File: src/rtl/nav_arb_if.sv
// Signal bundle shared by cmd_proc, maze_solve, navigate and the nav_arb arbiter.
interface nav_arb_if #(parameter int HDNG_W = 12);
  // Handshake: a source pulses *_strt_* for one cycle; the arbiter owns the request
  // from then on. It issues one strt_* pulse per request and holds stp_* / dsrd_hdng
  // until navigate pulses mv_cmplt for one cycle. The completion then goes back to the owner only.
  logic              cmd_md;
  logic              sol_cmplt;
  logic              c_strt_hdng, c_strt_mv, c_stp_lft, c_stp_rght;
  logic [HDNG_W-1:0] c_dsrd_hdng;
  logic              s_strt_hdng, s_strt_mv, s_stp_lft, s_stp_rght;
  logic [HDNG_W-1:0] s_dsrd_hdng;
  logic              mv_cmplt;
  logic              strt_hdng, strt_mv, stp_lft, stp_rght;
  logic [HDNG_W-1:0] dsrd_hdng;
  logic              c_mv_cmplt, s_mv_cmplt;
  logic              owner, busy, tmo;
  logic [1:0]        state_dbg;

  modport master (
    output cmd_md, sol_cmplt,
           c_strt_hdng, c_strt_mv, c_stp_lft, c_stp_rght, c_dsrd_hdng,
           s_strt_hdng, s_strt_mv, s_stp_lft, s_stp_rght, s_dsrd_hdng,
           mv_cmplt,
    input  strt_hdng, strt_mv, stp_lft, stp_rght, dsrd_hdng,
           c_mv_cmplt, s_mv_cmplt, owner, busy, tmo, state_dbg
  );

  modport slave (
    input  cmd_md, sol_cmplt,
           c_strt_hdng, c_strt_mv, c_stp_lft, c_stp_rght, c_dsrd_hdng,
           s_strt_hdng, s_strt_mv, s_stp_lft, s_stp_rght, s_dsrd_hdng,
           mv_cmplt,
    output strt_hdng, strt_mv, stp_lft, stp_rght, dsrd_hdng,
           c_mv_cmplt, s_mv_cmplt, owner, busy, tmo, state_dbg
  );
endinterface

File: src/rtl/nav_arb.sv
// Registered arbiter sharing navigate between cmd_proc and maze_solve, with one
// request latch per source and a watchdog for moves that never complete.
module nav_arb #(
  parameter int          HDNG_W  = 12,
  parameter logic [23:0] TMO_CYC = 24'h80_0000
) (
  input logic      clk,
  input logic      rst,
  nav_arb_if.slave bus
);
  typedef enum logic [1:0] {IDLE = 2'd0, ISSUE = 2'd1, BUSY = 2'd2} state_t;

  typedef struct packed {
    logic              full;
    logic              hdng;
    logic [HDNG_W-1:0] hd;
    logic              lft;
    logic              rght;
  } req_t;

  state_t            state_q, state_d;
  req_t              c_req_q, c_req_d, s_req_q, s_req_d, sel;
  logic              cmd_md_q;
  logic              grant_c, grant_s;
  logic              strt_hdng_q, strt_hdng_d, strt_mv_q, strt_mv_d;
  logic              stp_lft_q, stp_lft_d, stp_rght_q, stp_rght_d;
  logic [HDNG_W-1:0] dsrd_q, dsrd_d;
  logic              c_cmp_q, c_cmp_d, s_cmp_q, s_cmp_d;
  logic              owner_q, owner_d, busy_q, busy_d, tmo_q, tmo_d;
  logic [23:0]       cnt_q, cnt_d;

  // Newest pulse wins; a pulse in the consume cycle re-fills the latch.
  function automatic req_t next_req(input req_t cur, input logic consume,
                                    input logic p_hdng, input logic p_mv,
                                    input logic lft, input logic rght,
                                    input logic [HDNG_W-1:0] hd);
    req_t r;
    r = cur;
    if (consume) r.full = 1'b0;
    if (p_hdng || p_mv) begin
      r.full = 1'b1;
      r.hdng = p_hdng;
      r.hd   = p_hdng ? hd : cur.hd;
      r.lft  = p_hdng ? 1'b0 : lft;
      r.rght = p_hdng ? 1'b0 : rght;
    end
    return r;
  endfunction

  always_comb begin
    c_req_d = next_req(c_req_q, grant_c, bus.c_strt_hdng, bus.c_strt_mv,
                       bus.c_stp_lft, bus.c_stp_rght, bus.c_dsrd_hdng);
    s_req_d = next_req(s_req_q, grant_s, bus.s_strt_hdng, bus.s_strt_mv,
                       bus.s_stp_lft, bus.s_stp_rght, bus.s_dsrd_hdng);
    if (bus.sol_cmplt) s_req_d.full = 1'b0;
  end

  always_ff @(posedge clk) begin
    if (rst) state_q <= IDLE;
    else     state_q <= state_d;
  end

  always_comb begin
    state_d     = state_q;
    grant_c     = 1'b0;
    grant_s     = 1'b0;
    sel         = c_req_q;
    owner_d     = owner_q;
    strt_hdng_d = 1'b0;
    strt_mv_d   = 1'b0;
    stp_lft_d   = stp_lft_q;
    stp_rght_d  = stp_rght_q;
    dsrd_d      = dsrd_q;
    c_cmp_d     = 1'b0;
    s_cmp_d     = 1'b0;
    busy_d      = busy_q;
    tmo_d       = tmo_q;
    cnt_d       = cnt_q;
    case (state_q)
      IDLE: begin
        if (c_req_q.full) begin
          grant_c = 1'b1;
          sel     = c_req_q;
          owner_d = 1'b0;
        end else if (s_req_q.full && !cmd_md_q && !bus.sol_cmplt) begin
          grant_s = 1'b1;
          sel     = s_req_q;
          owner_d = 1'b1;
        end
        // Issue outputs are registered here so they appear during the ISSUE cycle.
        if (grant_c || grant_s) begin
          state_d     = ISSUE;
          strt_hdng_d = sel.hdng;
          strt_mv_d   = !sel.hdng;
          if (sel.hdng) dsrd_d = sel.hd;
          stp_lft_d   = sel.lft;
          stp_rght_d  = sel.rght;
          busy_d      = 1'b1;
          tmo_d       = 1'b0;
          cnt_d       = '0;
        end
      end
      ISSUE: begin
        state_d = BUSY;
        cnt_d   = '0;
      end
      BUSY: begin
        if (bus.mv_cmplt) begin
          state_d    = IDLE;
          c_cmp_d    = !owner_q;
          s_cmp_d    = owner_q;
          stp_lft_d  = 1'b0;
          stp_rght_d = 1'b0;
          busy_d     = 1'b0;
        end else if (cnt_q >= TMO_CYC - 24'd1) begin
          state_d    = IDLE;
          tmo_d      = 1'b1;
          stp_lft_d  = 1'b0;
          stp_rght_d = 1'b0;
          busy_d     = 1'b0;
        end else if (cnt_q != '1) begin
          cnt_d = cnt_q + 24'd1;
        end
      end
      default: state_d = IDLE;
    endcase
  end

  always_ff @(posedge clk) begin
    if (rst) begin
      c_req_q     <= '0;
      s_req_q     <= '0;
      cmd_md_q    <= 1'b0;
      strt_hdng_q <= 1'b0;
      strt_mv_q   <= 1'b0;
      stp_lft_q   <= 1'b0;
      stp_rght_q  <= 1'b0;
      dsrd_q      <= '0;
      c_cmp_q     <= 1'b0;
      s_cmp_q     <= 1'b0;
      owner_q     <= 1'b0;
      busy_q      <= 1'b0;
      tmo_q       <= 1'b0;
      cnt_q       <= '0;
    end else begin
      c_req_q     <= c_req_d;
      s_req_q     <= s_req_d;
      cmd_md_q    <= bus.cmd_md;
      strt_hdng_q <= strt_hdng_d;
      strt_mv_q   <= strt_mv_d;
      stp_lft_q   <= stp_lft_d;
      stp_rght_q  <= stp_rght_d;
      dsrd_q      <= dsrd_d;
      c_cmp_q     <= c_cmp_d;
      s_cmp_q     <= s_cmp_d;
      owner_q     <= owner_d;
      busy_q      <= busy_d;
      tmo_q       <= tmo_d;
      cnt_q       <= cnt_d;
    end
  end

  assign bus.strt_hdng  = strt_hdng_q;
  assign bus.strt_mv    = strt_mv_q;
  assign bus.stp_lft    = stp_lft_q;
  assign bus.stp_rght   = stp_rght_q;
  assign bus.dsrd_hdng  = dsrd_q;
  assign bus.c_mv_cmplt = c_cmp_q;
  assign bus.s_mv_cmplt = s_cmp_q;
  assign bus.owner      = owner_q;
  assign bus.busy       = busy_q;
  assign bus.tmo        = tmo_q;
  assign bus.state_dbg  = state_q;
endmodule

File: src/flat_wrapper.sv
// flat-port wrapper written by rule: the top's interface ports become plain ports
module nav_arb_flat 
#(
  parameter int          HDNG_W  = 12,
  parameter logic [23:0] TMO_CYC = 24'h80_0000
)
  (clk, rst, bus_cmd_md, bus_sol_cmplt, bus_c_strt_hdng, bus_c_strt_mv, bus_c_stp_lft, bus_c_stp_rght, bus_c_dsrd_hdng, bus_s_strt_hdng, bus_s_strt_mv, bus_s_stp_lft, bus_s_stp_rght, bus_s_dsrd_hdng, bus_mv_cmplt, bus_strt_hdng, bus_strt_mv, bus_stp_lft, bus_stp_rght, bus_dsrd_hdng, bus_c_mv_cmplt, bus_s_mv_cmplt, bus_owner, bus_busy, bus_tmo, bus_state_dbg);
  nav_arb_if #(.HDNG_W(HDNG_W)) bus_i ();
  input logic clk;
  input logic rst;
  input wire logic [$bits(bus_i.cmd_md)-1:0] bus_cmd_md;
  input wire logic [$bits(bus_i.sol_cmplt)-1:0] bus_sol_cmplt;
  input wire logic [$bits(bus_i.c_strt_hdng)-1:0] bus_c_strt_hdng;
  input wire logic [$bits(bus_i.c_strt_mv)-1:0] bus_c_strt_mv;
  input wire logic [$bits(bus_i.c_stp_lft)-1:0] bus_c_stp_lft;
  input wire logic [$bits(bus_i.c_stp_rght)-1:0] bus_c_stp_rght;
  input wire logic [$bits(bus_i.c_dsrd_hdng)-1:0] bus_c_dsrd_hdng;
  input wire logic [$bits(bus_i.s_strt_hdng)-1:0] bus_s_strt_hdng;
  input wire logic [$bits(bus_i.s_strt_mv)-1:0] bus_s_strt_mv;
  input wire logic [$bits(bus_i.s_stp_lft)-1:0] bus_s_stp_lft;
  input wire logic [$bits(bus_i.s_stp_rght)-1:0] bus_s_stp_rght;
  input wire logic [$bits(bus_i.s_dsrd_hdng)-1:0] bus_s_dsrd_hdng;
  input wire logic [$bits(bus_i.mv_cmplt)-1:0] bus_mv_cmplt;
  output wire logic [$bits(bus_i.strt_hdng)-1:0] bus_strt_hdng;
  output wire logic [$bits(bus_i.strt_mv)-1:0] bus_strt_mv;
  output wire logic [$bits(bus_i.stp_lft)-1:0] bus_stp_lft;
  output wire logic [$bits(bus_i.stp_rght)-1:0] bus_stp_rght;
  output wire logic [$bits(bus_i.dsrd_hdng)-1:0] bus_dsrd_hdng;
  output wire logic [$bits(bus_i.c_mv_cmplt)-1:0] bus_c_mv_cmplt;
  output wire logic [$bits(bus_i.s_mv_cmplt)-1:0] bus_s_mv_cmplt;
  output wire logic [$bits(bus_i.owner)-1:0] bus_owner;
  output wire logic [$bits(bus_i.busy)-1:0] bus_busy;
  output wire logic [$bits(bus_i.tmo)-1:0] bus_tmo;
  output wire logic [$bits(bus_i.state_dbg)-1:0] bus_state_dbg;
  assign bus_i.cmd_md = bus_cmd_md;
  assign bus_i.sol_cmplt = bus_sol_cmplt;
  assign bus_i.c_strt_hdng = bus_c_strt_hdng;
  assign bus_i.c_strt_mv = bus_c_strt_mv;
  assign bus_i.c_stp_lft = bus_c_stp_lft;
  assign bus_i.c_stp_rght = bus_c_stp_rght;
  assign bus_i.c_dsrd_hdng = bus_c_dsrd_hdng;
  assign bus_i.s_strt_hdng = bus_s_strt_hdng;
  assign bus_i.s_strt_mv = bus_s_strt_mv;
  assign bus_i.s_stp_lft = bus_s_stp_lft;
  assign bus_i.s_stp_rght = bus_s_stp_rght;
  assign bus_i.s_dsrd_hdng = bus_s_dsrd_hdng;
  assign bus_i.mv_cmplt = bus_mv_cmplt;
  assign bus_strt_hdng = bus_i.strt_hdng;
  assign bus_strt_mv = bus_i.strt_mv;
  assign bus_stp_lft = bus_i.stp_lft;
  assign bus_stp_rght = bus_i.stp_rght;
  assign bus_dsrd_hdng = bus_i.dsrd_hdng;
  assign bus_c_mv_cmplt = bus_i.c_mv_cmplt;
  assign bus_s_mv_cmplt = bus_i.s_mv_cmplt;
  assign bus_owner = bus_i.owner;
  assign bus_busy = bus_i.busy;
  assign bus_tmo = bus_i.tmo;
  assign bus_state_dbg = bus_i.state_dbg;
  nav_arb #(.HDNG_W(HDNG_W), .TMO_CYC(TMO_CYC)) u_core (.clk(clk), .rst(rst), .bus(bus_i));
endmodule
File: config.mk
export PLATFORM = sky130hd
export DESIGN_NAME = nav_arb_flat
export DESIGN_NICKNAME = d
export VERILOG_FILES = /design/src/rtl/nav_arb_if.sv /design/src/rtl/nav_arb.sv /design/src/flat_wrapper.sv
export SDC_FILE = /design/constraint.sdc
export NUM_CORES = 1
export LEC_CHECK = 0
export BUFFER_PORTS_ARGS = -buffer_cell sky130_fd_sc_hd__buf_2
export CORE_UTILIZATION = 55
export DETAILED_ROUTE_END_ITERATION = 10
export PLACE_DENSITY = 0.86
export SLEW_MARGIN = 20
export SYNTH_ARGS = -nofsm -noshare
export SYNTH_HDL_FRONTEND = slang
export SYNTH_SLANG_ARGS = --single-unit
export TNS_END_PERCENT = 100
File: constraint.sdc
create_clock -name clk -period 2.5 [get_ports clk]
set_input_delay 0.5 -clock clk [delete_from_list [all_inputs] [get_ports clk]]
set_output_delay 0.5 -clock clk [all_outputs]
set_load 0.01 [all_outputs]
==> results.toml, run 1 <==
[run_status]
status = "finished clean"

[die]
core_um2 = 6030
rows = 28
fp.dieH_um = 81.9
die_area_um2 = 6700
die_w_um = 81.9
pin_count = 60
start_util = 0.582

[place]
io_buffer_count = 59
place_congestion = 0.845
dp_hpwl_um = 5410

[finish]
areaGrowthSynthToFinish_pct = 14.6
layout_commonest_cell = "dfxtp_1"
layout_common_cells = "80 x dfxtp_1, 59 x buf_2, 55 x nor2_1, 48 x mux2i_1, 26 x nand2_1"
layout-drive-gt1-share = 0.229
antennaDiodeCount = 0
fin_nets = 466

[timing]
tightest_slew_ps = 886
setup_violations = 0
slew_headroom = 0.409
period_needed_ps = 2110
setup_tns_ps = 0
fin_skew_ps = 8.91
hold_viol_final = 0
fmax_mhz = 474
rsz0062_at_grt = "false"
finalMaxSlewViolations = 0
fin_crit_sh = 0.844

[synth]
ys_ff_latch = 80
synth_cells = 371
avgSynthCellArea_um2 = 9.45
syn-num-nets = 409
ys_types = 53
synth_warnings = 0
synthArstFlopShare = 0
seq_area_frac_synth = 0.457
synth_ff_type = "dfxtp_1"
synth_edf_count = 0
netlist_area_um2 = 3510

[min_path]
hold_depth = 2
hold_class = "input port to flip-flop"
holdPathEnd = "u_core.cmd_md_q"
min_from = "bus_cmd_md"

[setup_path]
path_delay_family = "compound AO/OA/AOI/OAI gates"
reg2reg_depth = 7
path_max_fanout = 11
path_cells = "ha_1, and3_2, nand2b_1, o311ai_0, buf_4, a21oi_1, mux2_2"
crit_path_top_delay_cell = "dfxtp_1"
r2r_start = "u_core.cnt_q[0]"
critPathBufInv = 1
crit_path_end_kind = "flip-flop"
crit_path_start_kind = "flip-flop"
reg2reg_slack_ps = 390
slowest_delay_ps = 400
rr_endpoint = "u_core.cnt_q[10]"
arrival_ps = 2350
crit_required_ps = 2740
worstSetupPathType = "flip-flop to flip-flop"

[pwr]
leakage_nw = 1.62
power.internal_w = 0.00184
ir_drop_uv = 465
p_total_w = 0.00249
seqPwrFrac = 0.546
p_comb_frac = 0.115
swShare = 0.262
p_clk_frac = 0.339
switching_power_w = 0.000653
powerDensity_nw_per_um2 = 619

[clocking]
clock_path_buffers = 2
htreeDepth = 3
root_buffer = "clkbuf_8"
cts_resized = 0
hold_buffers = 0
cts_buffers = 9
cts_sinks = 80
cts_setup_buffers = 0
tritoncts = "yes"
cts.clk_slew.worst_paths_ps = 80
clk_latency_ps = 340

[drt]
avgRoutedWirePerCell_um = 14.9
vias_per_cell = 5.80
post-route-drc-count = 0
first_pass_iters = 4
wirelength_um = 7560
drtIter0Drc = 203
num_vias = 2946
postRouteAntennaNets = 0

[global_routing]
groute.usage.overall = 0.249
grt.overflow.total = 0
grt_antenna_before_repair = 0
grt_pass1_wl_um = 12600
grt_max_degree = 47
first_global_vias = 2788

[job]
drv_cap = 0
-- worst max-delay path by stage --
stage	depth (start not counted)	endpoint	from	slack, ps
2_1_floorplan	7	u_core.cnt_q[10]	bus_sol_cmplt	610
4_1_cts	5	u_core.bus.dsrd_hdng[2]	u_core.c_req_q[15]	390
3_3_place_gp	6	u_core.bus.dsrd_hdng[9]	bus_sol_cmplt	380
3_5_place_dp	6	u_core.bus.dsrd_hdng[2]	bus_sol_cmplt	190
5_1_grt	5	u_core.bus.dsrd_hdng[1]	u_core.c_req_q[15]	170
6_report	7	u_core.cnt_q[10]	u_core.cnt_q[0]	390
-- registers in the layout, indices dropped and copies added, names as in the netlist --
register               cells
u_core.bus.busy            1
u_core.bus.c_mv_cmplt      1
u_core.bus.dsrd_hdng      12
u_core.bus.owner           1
u_core.bus.s_mv_cmplt      1
u_core.bus.state_dbg       2
u_core.bus.stp_lft         1
u_core.bus.stp_rght        1
u_core.bus.strt_hdng       1
u_core.bus.strt_mv         1
u_core.bus.tmo             1
u_core.c_req_q            16
u_core.cmd_md_q            1
u_core.cnt_q              24
u_core.s_req_q            16
-- Yosys cell counts (all sizes together) (9+ instances only) --
| library cell | n | area (µm²) |
|---|---|---|
| a2111o | 9 | 101 |
| a211oi | 16 | 120 |
| a21oi | 17 | 92.6 |
| buf | 10 | 72.6 |
| clkbuf | 12 | 55.1 |
| dfxtp | 80 | 1600 |
| inv | 9 | 33.8 |
| mux2i | 48 | 480 |
| nand2 | 26 | 97.6 |
| nand4 | 10 | 75.1 |
| nor2 | 56 | 213 |
| o21ai | 9 | 56.3 |
-- layer usage --
layer  vias up  track usage  share of wire
li1       1459            -              -
met1      1395        0.287           0.44
met2        85        0.428           0.50
met3         7       0.0633          0.053
met4         0        0.116          0.011
met5         -            0              0
-- cells by family (layout without fill, tap and decap cells) --
kind of cell               after synthesis  in the layout  share of synthesized area
xor gates and xnor gates                 4              4                    0.00999
muxes                                   49             49                      0.140
adders and majority gates                1              1                    0.00357
buffers and inverters                   32             94                     0.0485
AOI/OAI and AO/OA                       71             71                      0.152
and+or+nand+nor                        134            134                      0.189
DFF                                     80             80                      0.457
-- power by group through the flow --
stage,Combinational [W],Sequential [W],Clock (W)
CTS,0.000286,0.00136,0.000863
finish,0.000286,0.00136,0.000844
detailed placement,0.000285,0.00139,0
global route,0.000312,0.00136,0.000923
floorplan,0.000187,0.00139,0
global placement,0.000274,0.00138,0
-- final cells by class --
| class | count | area, µm² |
|---|---|---|
| well taps | 75 | 93.8 |
| clock inverters | 4 | 28.8 |
| fillers | 479 | 2010 |
| multi-input cells | 259 | 1750 |
| flip-flops and latches | 80 | 1600 |
| inverters | 9 | 33.8 |
| clock buffers | 12 | 145 |
| repair buffers | 69 | 370 |
-- worst reg2reg max path, cell delays in order, from the launching register on --
cell and delay [ps]:
dfxtp_1 400, ha_1 200, and3_2 220, nand2b_1 200, o311ai_0 380, buf_4 240
a21oi_1 90, mux2_2 280
-- per-stage QoR --
step                      worst slack [ps]  hold slack, ps  area [µm²]  cells   util
after floorplan                        610             440        3510    371      -
after global placement                 377             434        3850    492  0.638
after detailed placement               193             443        3850    492  0.638
after CTS                              387             370        4020    508  0.667
after global routing                   174             373        4020    508  0.667
final                                  391             385        4020    508  0.667
No activity file was read; power rests on OpenSTA's default activity.
==> inputs of run 2 (changes only) <==
==> constraint.sdc (replaced) <==
create_clock -name clk -period 2.05 [get_ports clk]
set_input_delay 0.41 -clock clk [delete_from_list [all_inputs] [get_ports clk]]
set_output_delay 0.41 -clock clk [all_outputs]
set_load 0.01 [all_outputs]
==> run 2 against run 1 <==
First-iteration DRC count is 22% lower. Core utilization up 1.5 points. Non-clock buffer count grew 9. Die area unchanged. Clock skew is 1.9 ps lower. Setup slack worse by 290 ps. Maximum frequency increased by 8.0%. Count of clock-buffer cells in the layout down 3. Power rose by 24%. Routed wire length increased by 2.2%. Worst hold slack got worse by 110 ps. Critical path depth unchanged. Critical endpoint is now u_core.cnt_q[20]. Largest cell class unchanged.
==> results.toml, run 2 (synthesis gave the netlist of run 1 again) <==
[finish]
postLayoutCoreUtil = 0.682
layout_common_cells = "77 x dfxtp_1, 59 x buf_2, 55 x nor2_1, 48 x mux2i_1, 26 x nand2_1"
largest_reg_flops = 24
fin_nets = 475
layout_commonest_cell = "dfxtp_1"
layout-drive-gt1-share = 0.256
largest_register = "u_core.cnt_q"
largestRegisters = "u_core.cnt_q x24, u_core.c_req_q x16, u_core.s_req_q x16"
antennaDiodeCount = 0
areaGrowthSynthToFinish_pct = 17.2
design_area_um2 = 4110

[run_status]
status = "finished clean"

[drt]
met3_length_um = 443
post-route-drc-count = 0
route.met2.wl_um = 3810
routed.top_layer = "met4"
drtIter0Drc = 159
wl_met1_um = 3330
postRouteAntennaNets = 0
first_pass_iters = 4
vias_per_cell = 5.72
wirelength_um = 7720
num_vias = 2955
avgRoutedWirePerCell_um = 14.9

[pwr]
power.internal_w = 0.00223
powerDensity_nw_per_um2 = 748
swShare = 0.276
p_total_w = 0.00308
p_clk_frac = 0.342
leakage_nw = 1.68
switching_power_w = 0.000849
p_comb_frac = 0.120
seqPwrFrac = 0.537
ir_drop_uv = 503

[die]
die_w_um = 81.9
pin_count = 60
core_um2 = 6030
rows = 28
die_area_um2 = 6700
start_util = 0.582
fp.dieH_um = 81.9

[global_routing]
grt_max_degree = 47
first_global_vias = 2883
groute.usage.overall = 0.252
grt_antenna_before_repair = 0
grt.overflow.total = 0
grt_pass1_wl_um = 12800

[setup_path]
arrival_ps = 2240
crit_path_top_delay_cell = "dfxtp_1"
slowest_delay_ps = 410
path_max_fanout = 9
worstSetupPathType = "flip-flop to flip-flop"
crit_required_ps = 2330
crit_path_end_kind = "flip-flop"
r2r_start = "u_core.cnt_q[0]"
crit_path_start_kind = "flip-flop"
path_cells = "ha_1, and3_2, and2_1, o311ai_0, buf_4, a211oi_1, mux2i_1"
rr_endpoint = "u_core.cnt_q[20]"
reg2reg_slack_ps = 100
reg2reg_depth = 7

[place]
io_buffer_count = 59
place_congestion = 0.855
placed_cell_area_um2 = 3900
dpl_worst_slack_ps = -79.9
dp_hpwl_um = 5460

[timing]
setup_violations = 0
tightest_slew_ps = 518
fmax_mhz = 512
fin_skew_ps = 6.96
setup_ws_ps = 97.5
fin_crit_sh = 0.952
period_needed_ps = 1950
slew_headroom = 0.654
hold_viol_final = 0
finalMaxSlewViolations = 0

[clocking]
cts_buffers = 9
root_buffer = "clkbuf_8"
htreeDepth = 3
clock_path_buffers = 2
tritoncts = "yes"
cts_sinks = 80
clk_latency_ps = 350
cts.clk_slew.worst_paths_ps = 80

[min_path]
min_from = "bus_cmd_md"
hold_depth = 2
hold_class = "input port to flip-flop"
holdPathEnd = "u_core.cmd_md_q"

[job]
drv_cap = 0
==> run 2: changes by cell type in the layout (fill, tap and decap cells not counted), sizes merged <==
cell	previous run	this run
inv	10	12
buf	69	78
clkbuf	12	9
clkinv	1	2
==> run 2: per-layer routing <==
layer / GRT usage / vias up
met3: 0.0833 / 12
met2: 0.429 / 84
li1: - / 1477
met1: 0.293 / 1382
met5: 0 / -
met4: 0.0912 / 0
==> run 2: layout make-up <==
type | count | area (µm²)
fillers | 472 | 1920
multi-input cells | 259 | 1760
flip-flops and latches | 80 | 1610
repair buffers | 78 | 438
clock buffers | 9 | 124
well taps | 75 | 93.8
clock inverters | 7 | 53.8
inverters | 9 | 33.8
==> run 2: through the flow <==
step	instances	hold WS [ps]	setup TNS (ps)
3_5_place_dp	499	436	-722
4_1_cts	515	268	0
5_1_grt	517	282	-0.814
2_1_floorplan	371	440	0
6_report	517	280	0
3_3_place_gp	499	433	0
==> run 2: critical path: cells and delay by family (launching register included) <==
| kind | cells | cell delay, ps |
|---|---|---|
| AO/OA/AOI/OAI | 2 | 490 |
| adder cells (fa/ha/maj) | 1 | 190 |
| buffers and inverters | 1 | 190 |
| flip-flops | 1 | 410 |
| multiplexers | 1 | 220 |
| AND/OR/NAND/NOR | 2 | 380 |
==> run 2: repair_timing <==
item | CTS | global route
gates resized for setup | 0 | 5
endpoints found under the hold margin | 0 | 0
hold buffers | 0 | 0
endpoints found under the setup margin | 0 | 22
setup buffers | 0 | 2
==> run 2: how the worst max path moves through the flow <==
stage                  startpoint                        to  slack [ps]  depth (start not counted)
4_1_cts        u_core.c_req_q[15]   u_core.bus.dsrd_hdng[5]          40                          5
3_5_place_dp        bus_sol_cmplt  u_core.bus.dsrd_hdng[10]         -80                          6
3_3_place_gp        bus_sol_cmplt   u_core.bus.dsrd_hdng[0]          40                          6
6_report          u_core.cnt_q[0]          u_core.cnt_q[20]         100                          7
5_1_grt           u_core.cnt_q[0]          u_core.cnt_q[10]        -0.8                          7
2_1_floorplan     u_core.cnt_q[0]          u_core.cnt_q[16]         180                          7
==> run 2: power groups by stage <==
stage / logic, W / registers [W] / clock network [W]
2_1_floorplan: 0.000228 / 0.00169 / 0
3_5_place_dp: 0.000364 / 0.00169 / 0
4_1_cts: 0.000365 / 0.00165 / 0.00107
3_3_place_gp: 0.000351 / 0.00169 / 0
5_1_grt: 0.000405 / 0.00166 / 0.00114
6_report: 0.000370 / 0.00165 / 0.00105
